--- src/rtl/pc_sequencer_pkg.sv ---
// Shared definitions for the program-counter sequencer: PC width,
// branch-type encodings and the sequencer state enum.
package pc_sequencer_pkg;

    localparam int PC_W = 7;

    typedef enum logic [1:0] {
        BR_NONE = 2'b00,  // sequential, PC+1
        BR_RET  = 2'b01,  // jump to register-A data
        BR_DBNZ = 2'b10,  // relative branch when zero flag is clear
        BR_BN   = 2'b11   // relative branch when negative flag is set
    } br_type_e;

    typedef enum logic [1:0] {
        IDLE = 2'b00,
        RUN  = 2'b01,
        DONE = 2'b10
    } state_e;

    // Sign-extend a narrow offset to PC width.
    function automatic logic [PC_W-1:0] sext3(input logic [2:0] off);
        return {{(PC_W-3){off[2]}}, off};
    endfunction

    function automatic logic [PC_W-1:0] sext6(input logic [5:0] off);
        return {{(PC_W-6){off[5]}}, off};
    endfunction

endpackage

--- src/rtl/pc_sequencer_pc_next.sv ---
// Purely combinational next-PC selection. All arithmetic wraps modulo 128.
module pc_next
    import pc_sequencer_pkg::*;
(
    input  logic [PC_W-1:0] pc,
    input  logic [1:0]      branch_type,
    input  logic [2:0]      off3,
    input  logic [5:0]      off6,
    input  logic            flag,
    input  logic [PC_W-1:0] ret_addr,
    output logic [PC_W-1:0] next_pc
);

    logic [PC_W-1:0] pc_inc;
    logic [PC_W-1:0] pc_rel3;
    logic [PC_W-1:0] pc_rel6;

    // Candidate targets; overflow of the 7-bit sums is the intended wrap.
    always_comb begin
        pc_inc  = pc + PC_W'(1);
        pc_rel3 = pc + sext3(off3);
        pc_rel6 = pc + sext6(off6);
    end

    // Select the target by branch type and flag sense.
    always_comb begin
        next_pc = pc_inc;
        case (br_type_e'(branch_type))
            BR_NONE: next_pc = pc_inc;
            BR_RET:  next_pc = ret_addr;
            BR_DBNZ: next_pc = flag ? pc_inc : pc_rel3;
            BR_BN:   next_pc = flag ? pc_rel6 : pc_inc;
            default: next_pc = pc_inc;
        endcase
    end

endmodule

--- src/rtl/pc_sequencer.sv ---
// Program-counter sequencer: IDLE/RUN/DONE control, PC register and a
// saturating retired-instruction counter. Next-PC math lives in pc_next.
module pc_sequencer
    import pc_sequencer_pkg::*;
#(
    parameter logic [6:0] START_PC = 7'd0,
    parameter int         CNT_W    = 16
) (
    input  logic             CLK,
    input  logic             reset,
    input  logic             start,
    input  logic             halt,
    input  logic [1:0]       branchType,
    input  logic [2:0]       threewireOffset,
    input  logic [5:0]       sixwireOffset,
    input  logic             flag,
    input  logic [6:0]       returnAddr,
    output logic [6:0]       programCounter,
    output logic             execEn,
    output logic             done,
    output logic [CNT_W-1:0] instrCount
);

    state_e           state_q, state_d;
    logic [PC_W-1:0]  pc_q, pc_d;
    logic [CNT_W-1:0] cnt_q, cnt_d;
    logic [CNT_W-1:0] cnt_inc;
    logic [PC_W-1:0]  next_pc;

    pc_next u_pc_next (
        .pc          (pc_q),
        .branch_type (branchType),
        .off3        (threewireOffset),
        .off6        (sixwireOffset),
        .flag        (flag),
        .ret_addr    (returnAddr),
        .next_pc     (next_pc)
    );

    // Saturating increment: the counter sticks at all-ones.
    always_comb begin
        cnt_inc = (cnt_q == '1) ? cnt_q : cnt_q + CNT_W'(1);
    end

    // Next-state, PC and counter selection; halt wins over any branch.
    always_comb begin
        state_d = state_q;
        pc_d    = pc_q;
        cnt_d   = cnt_q;
        case (state_q)
            IDLE, DONE: begin
                if (start) begin
                    state_d = RUN;
                    pc_d    = START_PC;
                    cnt_d   = '0;
                end
            end
            RUN: begin
                cnt_d = cnt_inc;
                if (halt) begin
                    state_d = DONE;
                end else begin
                    pc_d = next_pc;
                end
            end
            default: begin
                state_d = IDLE;
                pc_d    = START_PC;
                cnt_d   = '0;
            end
        endcase
    end

    // State registers; reset overrides everything else on the same edge.
    always_ff @(posedge CLK) begin
        if (reset) begin
            state_q <= IDLE;
            pc_q    <= START_PC;
            cnt_q   <= '0;
        end else begin
            state_q <= state_d;
            pc_q    <= pc_d;
            cnt_q   <= cnt_d;
        end
    end

    // Status outputs decode the current state with no extra latency.
    always_comb begin
        execEn         = (state_q == RUN);
        done           = (state_q == DONE);
        programCounter = pc_q;
        instrCount     = cnt_q;
    end

endmodule

--- config.mk ---
export PLATFORM = sky130hd
export DESIGN_NAME = pc_sequencer
export DESIGN_NICKNAME = d
export VERILOG_FILES = /design/src/rtl/pc_sequencer_pkg.sv /design/src/rtl/pc_sequencer_pc_next.sv /design/src/rtl/pc_sequencer.sv
export SDC_FILE = /design/constraint.sdc
export NUM_CORES = 1
export LEC_CHECK = 0
export CAP_MARGIN = 20
export CORE_ASPECT_RATIO = 1.4
export CORE_MARGIN = 2
export CORE_UTILIZATION = 54
export CTS_CLUSTER_DIAMETER = 150
export DETAILED_ROUTE_END_ITERATION = 12
export PLACE_DENSITY = 0.85
export SLEW_MARGIN = 20
export SYNTH_ARGS = -nofsm -noshare
export SYNTH_HDL_FRONTEND = slang
export SYNTH_SLANG_ARGS = --single-unit
--- constraint.sdc ---
create_clock -name CLK -period 4.29 [get_ports CLK]
set_clock_uncertainty 0.1 [all_clocks]
set_input_delay 0.858 -clock CLK [delete_from_list [all_inputs] [get_ports CLK]]
set_output_delay 0.858 -clock CLK [all_outputs]
set_load 0.03 [all_outputs]
==> results.yml <==
status:
  status: "completed"
sta:
  fmax_ghz: 0.372
  setup_tns_ps: 0
  min_period_ps: 2690
  relSlewSlack: 0.535
  slew_violations: 0
  fin_crit_sh: 0.627
  hold_viol: 0
  finalSetupViolCount: 0
  rsz0062_at_grt: "no"
  worstMarginPinSlew_ps: 696
clock_network:
  clockBufferDepth: 2
  cts_sinks: 25
  ctsResizeCount: 0
  path_clk_slew_ps: 90
  post_cts_buffers: 0
  clkLatencyLatePin_ps: 270
  cts_buffers: 3
  cts_hold_buf: 0
  htreeDepth: 1
  root_buffer: "clkbuf_8"
  cts_tree: "done"
critical_path:
  startpoint_type: "input port"
  r2r_start: "programCounter[0]$_SDFFE_PP0P_"
  crit_path_start: "sixwireOffset[0]"
  timing.critical_path.to_type: "flop"
  critPathArrivalTime_ps: 2760
  critPathRequiredTime_ps: 4360
  path_class: "input port to flop"
  cp_max_fo: 3
synthesis:
  synth.area.top_cells: "dfxtp_1, ha_1, xor2_1"
  synth_nets: 297
  yosys_warnings: 0
  yosysMostFrequentCell: "nor2_1"
  synth_flop_cell: "dfxtp_1"
  synth_top_area_cell: "dfxtp_1"
  syn_avg_cell_area_sq_um: 8.00
  ys_ff_latch: 25
  synthArstFlopShare: 0
  synth-edff-count: 0
  synth.distinct_cells: 52
  synth-seq-area-share: 0.242
  ys_top_cells_by_count: "nor2_1, dfxtp_1, a21oi_1, nand2_1"
  synth_top_area_share: 0.242
  synthCells: 258
  syn_area_sq_um: 2060
worst_hold_path:
  min_path_type: "flop to flop"
  min-delay-start: "instrCount[9]$_SDFFE_PP0P_"
die:
  fp.dieW_um: 56.3
  dieArea_sq_um: 4340
  dieHeight_um: 77.2
  design.core.area_sq_um: 3640
  num_io_pins: 48
  rows: 26
  initial_utilization: 0.567
cells_and_area:
  fillers: 314
  utilization: 0.716
  drive_gt1_frac: 0.0429
  nNetsFinal: 343
  design_area_sq_um: 2610
  syn_to_final_growth_pct: 26.4
  diodes: 0
place:
  placed_cell_area_sq_um: 2560
  portBuffers: 47
  dp_hpwl_mm: 3.91
  finalWeightedCongestion: 0.888
routing:
  vias: 2086
  routed_wl_mm: 5.12
  drc: 0
  drtPass1Iterations: 4
  antenna_left: 0
  viasPerCell: 6.05
  wl_per_cell_um: 14.8
  drtIter0Drc: 106
global_route:
  grt.total_usage: 0.253
  grt_overflow: 0
  grt_use_met2: 0.458
  met1_usage: 0.302
  grt_pass1_vias: 2010
  antenna_found_initial: 0
  grt_pass1_wl_mm: 9.06
  grt_max_degree: 21
  grt-busiest-layer: "met2"
  met3_usage: 0.0169
pwr:
  power_density_nw_per_um2: 195
  ir_drop_v: 0.000186
  power_uw: 508
  power.leakage_uw: 0.000992
flow_run:
  cap_violations: 0
## placed cells by master (no fill, tap or decap), types with 4 or more instances in the layout
master           synthesis  layout
xor2_1                  14      14
o2111ai_1                4       4
o21ai_0                 11      11
a211oi_1                 7       7
a21oi_1                 23      23
o211ai_1                 4       4
a21o_1                   6       6
xnor2_1                 10      10
nand2_1                 15      15
dfxtp_1                 25      25
and3_1                   6       6
nor3_1                   4       4
o31ai_1                  4       4
nor2_1                  30      30
clkdlybuf4s50_1          0      47
and4_1                   6       6
nand3_1                 10      10
inv_1                   12      12
ha_1                    14      14
## area by class of cell
type,instances,area (sq um),share of cell area
multi-input cells,215,1490,0.572
flip-flops and latches,25,500,0.192
repair buffers,47,470,0.180
well taps,42,52.6,0.0201
inverters,12,45.0,0.0173
clock buffers,3,41.3,0.0158
clock inverters,1,7.51,0.00288
## power by group
group	total, uW	internal, uW	leakage (uW)	switching, uW
combinational	118	56.4	0.000768	61.6
sequential	244	236	0.000202	7.82
clock	147	66.0	0.0000217	80.6
## routing by layer
| layer | part of all wire | routed length (um) |
|---|---|---|
| met3 | 0.041 | 212 |
| met1 | 0.40 | 2060 |
| met2 | 0.52 | 2680 |
| met5 | 0 | 0 |
| met4 | 0.033 | 167 |
## critical path, cell delays in order
cell and delay, ps:
clkdlybuf4s50_1 460, ha_1 200, inv_1 60, fa_1 400, nor2b_1 150, o21ai_0 120
and4_1 220, o31ai_1 190, nand3_1 90
## registers in the layout, summed over array words and instances, names as in the netlist
name,count
state_q,2
programCounter,7
instrCount,16
## metrics by stage
step | setup slack (ps) | hold slack (ps) | cells
global route | 1430 | 498 | 345
finish | 1600 | 442 | 345
global placement | 1350 | 419 | 341
CTS | 1610 | 445 | 345
detailed placement | 1320 | 423 | 341
floorplan | 1920 | 462 | 258
## path summary, 6_finish.rpt
path	to	slack, ps	cells after the start
max	programCounter[4]$_SDFFE_PP0P_	1600	9
min reg2reg	instrCount[9]$_SDFFE_PP0P_	440	2
min	instrCount[9]$_SDFFE_PP0P_	440	2
max reg2reg	programCounter[4]$_SDFFE_PP0P_	2040	8
## cells by family (layout without fill, tap and decap cells)
| group | after synthesis | in the layout | synth area share |
|---|---|---|---|
| AND/OR/NAND/NOR | 100 | 100 | 0.275 |
| AO/OA/AOI/OAI | 74 | 74 | 0.236 |
| flip-flops | 25 | 25 | 0.242 |
| XOR/XNOR | 24 | 24 | 0.102 |
| buffers and inverters | 18 | 63 | 0.0352 |
| adder cells (fa/ha/maj) | 16 | 16 | 0.104 |
| multiplexers | 1 | 1 | 0.00485 |
Note: power is estimated with default switching activity, not from simulation.
